File: config.mk
export PLATFORM = sky130hd
export DESIGN_NAME = uart_rx_fifo
export DESIGN_NICKNAME = d
export VERILOG_FILES = /design/src/rtl/uart_rx_fifo.sv
export SDC_FILE = /design/constraint.sdc
export NUM_CORES = 1
export LEC_CHECK = 0
export BUFFER_PORTS_ARGS = -buffer_cell sky130_fd_sc_hd__buf_4
export CORE_MARGIN = 2
export CORE_UTILIZATION = 52
export CTS_CLUSTER_SIZE = 40
export DETAILED_ROUTE_END_ITERATION = 12
export PLACE_DENSITY = 0.76
export SETUP_SLACK_MARGIN = 0.15
export SKIP_LAST_GASP = 1
export SLEW_MARGIN = 20
export SYNTH_ARGS = -nofsm -noshare
export SYNTH_HDL_FRONTEND = slang
export SYNTH_SLANG_ARGS = --single-unit
File: constraint.sdc
create_clock -name pclk -period 4.72 [get_ports pclk]
set_input_delay 0.708 -clock pclk [delete_from_list [all_inputs] [get_ports pclk]]
set_output_delay 0.708 -clock pclk [all_outputs]
set_load 0.05 [all_outputs]
File: src/rtl/uart_rx_fifo.sv
// uart_rx_fifo: receive FIFO placed directly after the UART receiver.
//   First-word-fall-through read port. Provides level, threshold and
//   sticky overrun status.
// Optional feature macro: UART_RX_FIFO_PERR_TAG_EN. When it is defined,
//   each entry carries a parity-error tag bit.
// Ports:
//   pclk, presetn         clock, async active-low reset
//   rx_wr, rx_data        character write from receiver
//   rx_full_status        FIFO full (receiver write gating)
//   rx_rd, rx_rdata       pop strobe, head entry (0 while empty)
//   rx_empty, rx_level    empty flag, occupancy 0..DEPTH
//   rx_thr, rx_thr_hit    threshold (0 = off), registered level>=thr
//   fifo_clr              synchronous flush of both pointers
//   overrun_err, ovr_clr  sticky write-while-full flag and its clear
//   s_parrity_error, rx_rdata_perr   (only with UART_RX_FIFO_PERR_TAG_EN)
module uart_rx_fifo #(
  parameter int DATA_W = 8,
  parameter int DEPTH  = 16,
  parameter int ADDR_W = 4
) (
  input  logic              pclk,
  input  logic              presetn,
  input  logic              rx_wr,
  input  logic [DATA_W-1:0] rx_data,
  output logic              rx_full_status,
  input  logic              rx_rd,
  output logic [DATA_W-1:0] rx_rdata,
  output logic              rx_empty,
  output logic [ADDR_W:0]   rx_level,
  input  logic [ADDR_W:0]   rx_thr,
  output logic              rx_thr_hit,
  input  logic              fifo_clr,
  output logic              overrun_err,
`ifdef UART_RX_FIFO_PERR_TAG_EN
  input  logic              s_parrity_error,
  output logic              rx_rdata_perr,
`endif
  input  logic              ovr_clr
);

  localparam logic [ADDR_W:0] PTR_ONE = (ADDR_W+1)'(1);

  logic [DATA_W-1:0] r_mem [DEPTH];
  logic [ADDR_W:0]   r_wptr, r_rptr;
  logic              r_thr_hit, r_ovr;
  logic              w_empty, w_full, w_wr_ok, w_rd_ok, w_ovr_set;
  logic [ADDR_W-1:0] w_widx, w_ridx;

  assign w_widx  = r_wptr[ADDR_W-1:0];
  assign w_ridx  = r_rptr[ADDR_W-1:0];
  assign w_empty = (r_wptr == r_rptr);
  assign w_full  = (w_widx == w_ridx) && (r_wptr[ADDR_W] != r_rptr[ADDR_W]);

  // Full is judged on the pre-read state, so write+read while full drops
  // the write. Flush overrides both strobes.
  assign w_wr_ok   = rx_wr && !w_full && !fifo_clr;
  assign w_rd_ok   = rx_rd && !w_empty && !fifo_clr;
  assign w_ovr_set = rx_wr && w_full && !fifo_clr;

  always_ff @(posedge pclk or negedge presetn) begin
    if (!presetn) begin
      r_wptr <= '0;
      r_rptr <= '0;
    end else if (fifo_clr) begin
      r_wptr <= '0;
      r_rptr <= '0;
    end else begin
      if (w_wr_ok) r_wptr <= r_wptr + PTR_ONE;
      if (w_rd_ok) r_rptr <= r_rptr + PTR_ONE;
    end
  end

  // Storage is deliberately not reset; rx_rdata is masked while empty.
  always_ff @(posedge pclk) begin
    if (w_wr_ok) r_mem[w_widx] <= rx_data;
  end

  // Threshold flag samples the current level, so it trails a level
  // change by one edge. Overrun set has priority over clear.
  always_ff @(posedge pclk or negedge presetn) begin
    if (!presetn) begin
      r_thr_hit <= 1'b0;
      r_ovr     <= 1'b0;
    end else begin
      r_thr_hit <= (rx_thr != '0) && (rx_level >= rx_thr);
      if (w_ovr_set)    r_ovr <= 1'b1;
      else if (ovr_clr) r_ovr <= 1'b0;
    end
  end

  assign rx_level       = r_wptr - r_rptr;
  assign rx_empty       = w_empty;
  assign rx_full_status = w_full;
  assign rx_rdata       = w_empty ? '0 : r_mem[w_ridx];
  assign rx_thr_hit     = r_thr_hit;
  assign overrun_err    = r_ovr;

`ifdef UART_RX_FIFO_PERR_TAG_EN
  // Pending flag: a parity pulse marks the next write attempt. Any write
  // attempt (accepted or dropped) consumes it; the pulse arriving in the
  // same cycle as the write is included in that write's tag.
  logic [DEPTH-1:0] r_tag;
  logic             r_pend;
  logic             w_pend;

  assign w_pend = r_pend || s_parrity_error;

  always_ff @(posedge pclk or negedge presetn) begin
    if (!presetn)      r_pend <= 1'b0;
    else if (fifo_clr) r_pend <= 1'b0;
    else if (rx_wr)    r_pend <= 1'b0;
    else               r_pend <= w_pend;
  end

  always_ff @(posedge pclk) begin
    if (w_wr_ok) r_tag[w_widx] <= w_pend;
  end

  assign rx_rdata_perr = w_empty ? 1'b0 : r_tag[w_ridx];
`endif

endmodule
==> results_dict.tcl, run 1 <==
set metrics [dict create \
    status "complete, no violations" \
    crit_family "simple AND/OR/NAND/NOR gates" \
    worstSetupEndpointType "output port" \
    synth_area_leaders "edfxtp_1 (64%), mux4_2 (11%), dfrtp_1 (5.0%)" \
    synth_cell_types 39 \
    syn_area_sq_um 5970 \
    synth_top_cell_by_area "edfxtp_1" \
    overflow 0 \
    firstDrtPassIters 4 \
    place_hpwl_microns 7580 \
    regArea_sq_um 4150 \
    hold_class "input port to asynchronous set/reset pin" \
    routed_via_density 5.97 \
    period_needed_ns 3.98 \
    antenna_found_initial 0 \
    tightest_slew_ns 0.868 \
    final_core_util_pct 60.8 \
    synth-simple-area-share_pct 4.36 \
    die_h_microns 111 \
    syn_avg_cell_area_sq_um 18.4 \
    slew_viol_final 0 \
    vias 3136 \
    power_mw 3.28 \
    required_ns 4.01 \
    startpoint_type "register" \
    reg2reg_to "r_mem[5][7]" \
    synth_top_family_by_area "multiplexers" \
    synth-seq-cells 140 \
    cts_tree "built" \
    synth_warnings 0 \
    worstPathArrival_ns 3.27 \
    coreArea_sq_um 11300 \
    die_area_sq_um 12300 \
    port_buffers 35 \
    n_antenna_cell 0 \
    maxCapViolCount 0 \
    p_leak_nw 2.39 \
    layout_common_cells "edfxtp_1 (128), buf_4 (41), mux4_2 (29), nor2_1 (23), clkbuf_16 (17)" \
    cts_buffer_depth 2 \
    worstSetupPathType "register to output port" \
    finalHoldViolations 0 \
    placed_area_sq_um 6320 \
    synthAdderAreaFrac_pct 3.27 \
    grt_start_max_net_pins 36 \
    fin_cells 525 \
    io_pins 36 \
    drc_errors 0 \
    final_nets 403 \
    synth-compound-area-share_pct 4.03 \
    track_usage_pct 20.5 \
    grt_pass1_vias 3127 \
    dpl.cell_count 493 \
    path_buf_inv 2 \
    rr_startpoint "r_rptr[3]" \
    wl_per_cell_microns 22.5 \
    start_util_pct 52.7 \
    first_iter_violations 221 \
    path_cells "inv_2, ha_1, nand4_1, nor2_1, a211oi_1, buf_4" \
    crit_fanout 19 \
    synthXorXnorAreaFrac_pct 1.87 \
    r2r_setup_slack_ns 1.36 \
    synth.net_count 358 \
    yosysSeqAreaShare_pct 69.4 \
    setup-tns-final_ns 0 \
    clk_latency_ns 0.41 \
    die_x_microns 111 \
    htreeDepth 4 \
    fill_cells 811 \
    rsz0062_at_grt "false" \
    routabilityCongestion 0.845 \
    multi_input_area_sq_um 1640 \
    cts_buffers 17 \
    path_clk_slew_ns 0.06 \
    synth_top_area_share_pct 64.4 \
    crit_slowest_cell "dfrtp_1" \
    postRouteAntennaNets 0 \
    cts_sinks 140 \
    final.period_utilization_pct 84.2 \
    final_common_cell "edfxtp_1" \
    cts_hold_buf 0 \
    setup_viol 0 \
    max_stage_delay_ns 0.88 \
    fin_area_sq_um 6890 \
    drive_above_1_share_pct 27.2 \
    cts_resized 0 \
    finClkSkew_ns 0.00548 \
    synth.area.mux_share_pct 13.9 \
    drt_wl_total_microns 11800 \
    fmax_mhz 252 \
    rr_worst_depth 6 \
    vdd_drop_max_v 0.000304 \
    grt_pass1_wl_microns 18500 \
    area_growth_pct 15.4 \
    max_slew_margin_pct 41.9 \
    p_per_area_nw_per_um2 477 \
    cts-root-buf "clkbuf_16" \
    num_rows 39 \
    syn_inst 324 \
    cts_setup_buffers 0 \
]
-- worst max-delay path by stage --
| stage | from | end | slack [ns] | cells after the start |
|---|---|---|---|---|
| after global routing | r_rptr[3] | rx_rdata[4] | 0.46 | 6 |
| after detailed placement | r_rptr[3] | rx_rdata[4] | 1.13 | 6 |
| after CTS | r_rptr[3] | rx_rdata[4] | 0.68 | 6 |
| final | r_rptr[3] | rx_rdata[7] | 0.74 | 6 |
| after global placement | r_rptr[3] | rx_rdata[6] | 1.28 | 6 |
| after floorplan | r_rptr[1] | rx_rdata[0] | 0.96 | 9 |
-- synthesized netlist by cell type, drive strengths merged --
cell type	count
a211o	1
clkbuf	5
nand4	2
nor2b	7
ha	14
or4	1
a211oi	15
mux2i	10
dfrtp	12
nand2	7
mux4	32
o21ai	4
o32ai	1
nor3	4
buf	10
edfxtp	128
xor2	5
or3	2
nand2b	4
nor2	23
nand3	1
o22ai	1
inv	12
a21oi	7
fa	1
xnor2	6
a21o	2
o211ai	4
and4	1
and3	2
-- where the power goes --
part           switching [mW]  internal [mW]
sequential             0.0166           1.37
clock                   0.497          0.775
combinational           0.397          0.226
total                   0.910           2.37
-- worst reg2reg max path, delay by kind of cell (launching register included) --
family                     cells  cell delay [ns]
buffers and inverters          1             0.30
and+or+nand+nor                3             1.09
DFF                            1             0.88
adders and majority gates      1             0.41
AOI/OAI and AO/OA              1             0.30
-- stage by stage --
| step | hold WS (ns) | setup WS [ns] |
|---|---|---|
| 6_report | 0.130 | 0.744 |
| 5_1_grt | 0.127 | 0.457 |
| 4_1_cts | 0.124 | 0.677 |
| 3_5_place_dp | 0.558 | 1.13 |
| 3_3_place_gp | 0.544 | 1.28 |
| 2_1_floorplan | 0.412 | 0.956 |
-- layout make-up --
class / count / area share (%)
Timing Repair Buffer: 41 / 4.47
Clock buffer: 17 / 6.18
Sequential cell: 140 / 60.2
Tap cell: 143 / 2.60
Multi-Input combinational cell: 157 / 23.8
Clock inverter: 15 / 2.13
Inverter: 12 / 0.654
-- metal layers --
metal / vias up / track usage (%) / share of wire (%)
li1: 1388 / - / -
met3: 17 / 5.03 / 6.7
met2: 109 / 31.4 / 48
met5: - / 0 / 0
met1: 1622 / 29.7 / 44
met4: 0 / 6.42 / 1.2
-- state kept, by name, indices dropped and copies added, names as in the netlist --
signal       flops
overrun_err      1
r_mem          128
r_rptr           5
r_wptr           5
rx_thr_hit       1
-- kinds of logic (layout without fill, tap and decap cells) --
logic type / Yosys count / in the layout
adder cells (fa/ha/maj): 15 / 15
buffers and inverters: 27 / 85
AND/OR/NAND/NOR: 54 / 54
multiplexers: 42 / 42
AO/OA/AOI/OAI: 35 / 35
XOR/XNOR: 11 / 11
flip-flops: 140 / 140
No activity file was read; power rests on OpenSTA's default activity.
==> run 2, diff against run 1 <==
--- a/config.mk
+++ b/config.mk
@@ -5,6 +5,7 @@
 export SDC_FILE = /design/constraint.sdc
 export NUM_CORES = 1
 export LEC_CHECK = 0
+export ABC_AREA = 1
 export BUFFER_PORTS_ARGS = -buffer_cell sky130_fd_sc_hd__buf_4
 export CORE_MARGIN = 2
 export CORE_UTILIZATION = 52
==> constraint.sdc (replaced) <==
create_clock -name pclk -period 4 [get_ports pclk]
set_input_delay 0.6 -clock pclk [delete_from_list [all_inputs] [get_ports pclk]]
set_output_delay 0.6 -clock pclk [all_outputs]
set_load 0.05 [all_outputs]
==> results_dict.tcl, run 2 <==
set metrics [dict create \
    synth_top_area_share_pct 58.5 \
    p_leak_nw 3.27 \
    max_slew_margin_pct 29.9 \
    p_per_area_nw_per_um2 520 \
    reg_top3 "r_mem (128), r_rptr (5), r_wptr (5)" \
    firstDrtPassIters 8 \
    die_x_microns 116 \
    largest_reg_flops 128 \
    vias 4677 \
    grt_pass1_vias 4634 \
    setup_viol 0 \
    syn_inst 669 \
    area_growth_pct 14.0 \
    final_nets 736 \
    die_h_microns 116 \
    port_buffers 35 \
    path_cells "clkinv_1, ha_1, nand4_1, nor2_2, a21oi_1, buf_4" \
    vdd_drop_max_v 0.000435 \
    synth_top_cell_by_area "edfxtp_1" \
    internal_power_mw 2.70 \
    status "complete, no violations" \
    clk_latency_ns 0.42 \
    fmax_mhz 282 \
    rsz0062_at_grt "false" \
    crit_slowest_cell "dfrtp_1" \
    synth_commonest_cells "nand2_1 (240), edfxtp_1 (128), inv_1 (104), nand3_1 (76), nor2_1 (20)" \
    p_sw_share_pct 30.7 \
    routed_via_density 5.27 \
    cts_resized 0 \
    clockPowerShare_pct 37.7 \
    finalHoldViolations 0 \
    synth_area_leaders "edfxtp_1 (59%), nand2_1 (14%), inv_1 (5.9%)" \
    top_register "r_mem" \
    syn_avg_cell_area_sq_um 9.82 \
    required_ns 3.40 \
    worstSetupPathType "register to output port" \
    synthXorXnorAreaFrac_pct 1.31 \
    die_area_sq_um 13500 \
    yosysMostFrequentCell "nand2_1" \
    yosysSeqAreaShare_pct 63.1 \
    setup-tns-final_ns 0 \
    layout_setup_ws_ns 0.450 \
    cts-root-buf "clkbuf_16" \
    rr_worst_depth 9 \
    synth.net_count 703 \
    synth-seq-cells 140 \
    synth_cell_types 30 \
    cts_setup_buffers 0 \
    layout_common_cells "nand2_1 (240), edfxtp_1 (128), inv_1 (104), nand3_1 (76), buf_4 (38)" \
    synth-compound-area-share_pct 2.19 \
    place_hpwl_microns 9860 \
    num_rows 41 \
    seqPwrFrac_pct 41.8 \
    track_usage_pct 24.6 \
    coreArea_sq_um 12500 \
    io_pins 36 \
    max_stage_delay_ns 0.60 \
    antenna_found_initial 0 \
    startpoint_type "register" \
    worstSetupEndpointType "output port" \
    hold_class "input port to asynchronous set/reset pin" \
    finClkSkew_ns 0.00883 \
    start_util_pct 52.7 \
    overflow 0 \
    power.share.combinational_pct 20.5 \
    cts_tree "built" \
    path_clk_slew_ns 0.06 \
    drt_wl_total_microns 15100 \
    synth_warnings 0 \
    synth.area.mux_share_pct 0 \
    worstPathArrival_ns 2.95 \
    syn_area_sq_um 6570 \
    dp_slack_ns 0.918 \
    synth-simple-area-share_pct 21.9 \
    cts_buffers 17 \
    grt_start_max_net_pins 67 \
    grt_pass1_wl_microns 24200 \
    tightest_slew_ns 1.05 \
    final_common_cell "nand2_1" \
    crit_fanout 13 \
    drive_above_1_share_pct 11.6 \
    period_needed_ns 3.55 \
    postRouteAntennaNets 0 \
    synthAdderAreaFrac_pct 2.97 \
    cts_hold_buf 0 \
    synth_top_family_by_area "simple AND/OR/NAND/NOR gates" \
    cts_sinks 140 \
    routabilityCongestion 0.885 \
    n_antenna_cell 0 \
    drc_errors 0 \
    switching_power_mw 1.20 \
    dpl.cell_count 855 \
    maxCapViolCount 0 \
    fin_cells 887 \
    power_mw 3.89 \
    final_core_util_pct 60.1 \
    htreeDepth 4 \
    cts_buffer_depth 2 \
    first_iter_violations 485 \
    wl_per_cell_microns 17.0 \
    slew_viol_final 0 \
    synth_edf_count 128 \
    ys_async_sr_fraction_pct 8.57 \
    final.period_utilization_pct 88.7 \
    synthFlopType "edfxtp_1" \
]
==> run 2: changes by cell type after synthesis, moves of 6 or more <==
cell / delta
nand2_1: +233
inv_1: +93
nand3_1: +75
mux4_2: -29
a211oi_1: -15
mux2i_1: -10
buf_4: +8
nor2b_1: -7
a21oi_1: +6
==> run 2: worst paths after layout <==
path / start / to / slack (ns)
max in group asynchronous: presetn / r_rptr[0] / 3.79
worst max-delay path: r_rptr[2] / rx_rdata[5] / 0.45
worst min-delay path: presetn / rx_thr_hit / 0.02
worst max register to register: r_rptr[2] / r_mem[2][0] / 0.88
min in group pclk: ovr_clr / overrun_err / 0.37
worst min register to register: overrun_err / overrun_err / 0.52
==> run 2: worst max-delay path, delay by kind of cell (launching register included) <==
kind / cells / cell delay, ns
and+or+nand+nor: 2 / 0.71
buffers and inverters: 2 / 0.60
AOI/OAI and AO/OA: 1 / 0.13
adders and majority gates: 1 / 0.48
DFF: 1 / 0.60
==> run 2: kinds of logic (layout without fill, tap and decap cells) <==
logic type                 after synthesis  in the layout
DFF                                    140            140
xor gates and xnor gates                 9              9
AOI/OAI and AO/OA                       25             25
adders and majority gates               15             15
and+or+nand+nor                        347            347
buffers and inverters                  133            179
==> run 2: power groups by stage <==
| stage | clock network, mW | logic (mW) | registers (mW) |
|---|---|---|---|
| 3_3_place_gp | 0 | 0.777 | 1.66 |
| 5_1_grt | 1.55 | 0.871 | 1.63 |
| 2_1_floorplan | 0 | 0.573 | 1.67 |
| 6_report | 1.47 | 0.797 | 1.63 |
| 3_5_place_dp | 0 | 0.790 | 1.66 |
| 4_1_cts | 1.48 | 0.796 | 1.63 |
==> run 2: per-stage QoR <==
stage	area (sq um)	hold slack, ns
after detailed placement	6920	0.460
final	7490	0.0218
after global routing	7490	0.0200
after floorplan	6570	0.304
after CTS	7490	0.0172
after global placement	6920	0.457
==> run 2: cell type report <==
cell class,instances,area (sq um)
Fill cell,983,4980
Clock inverter,15,141
Inverter,109,409
Multi-Input combinational cell,396,1860
Clock buffer,17,425
Tap cell,172,215
Timing Repair Buffer,38,285
Sequential cell,140,4150
==> run 2: layer usage <==
| layer | wire (microns) | share of wire [%] | GRT usage, % |
|---|---|---|---|
| met5 | 0 | 0 | 0 |
| met4 | 589 | 3.9 | 12.2 |
| met3 | 978 | 6.5 | 5.60 |
| met2 | 7570 | 50 | 40.7 |
| met1 | 5990 | 40 | 30.7 |
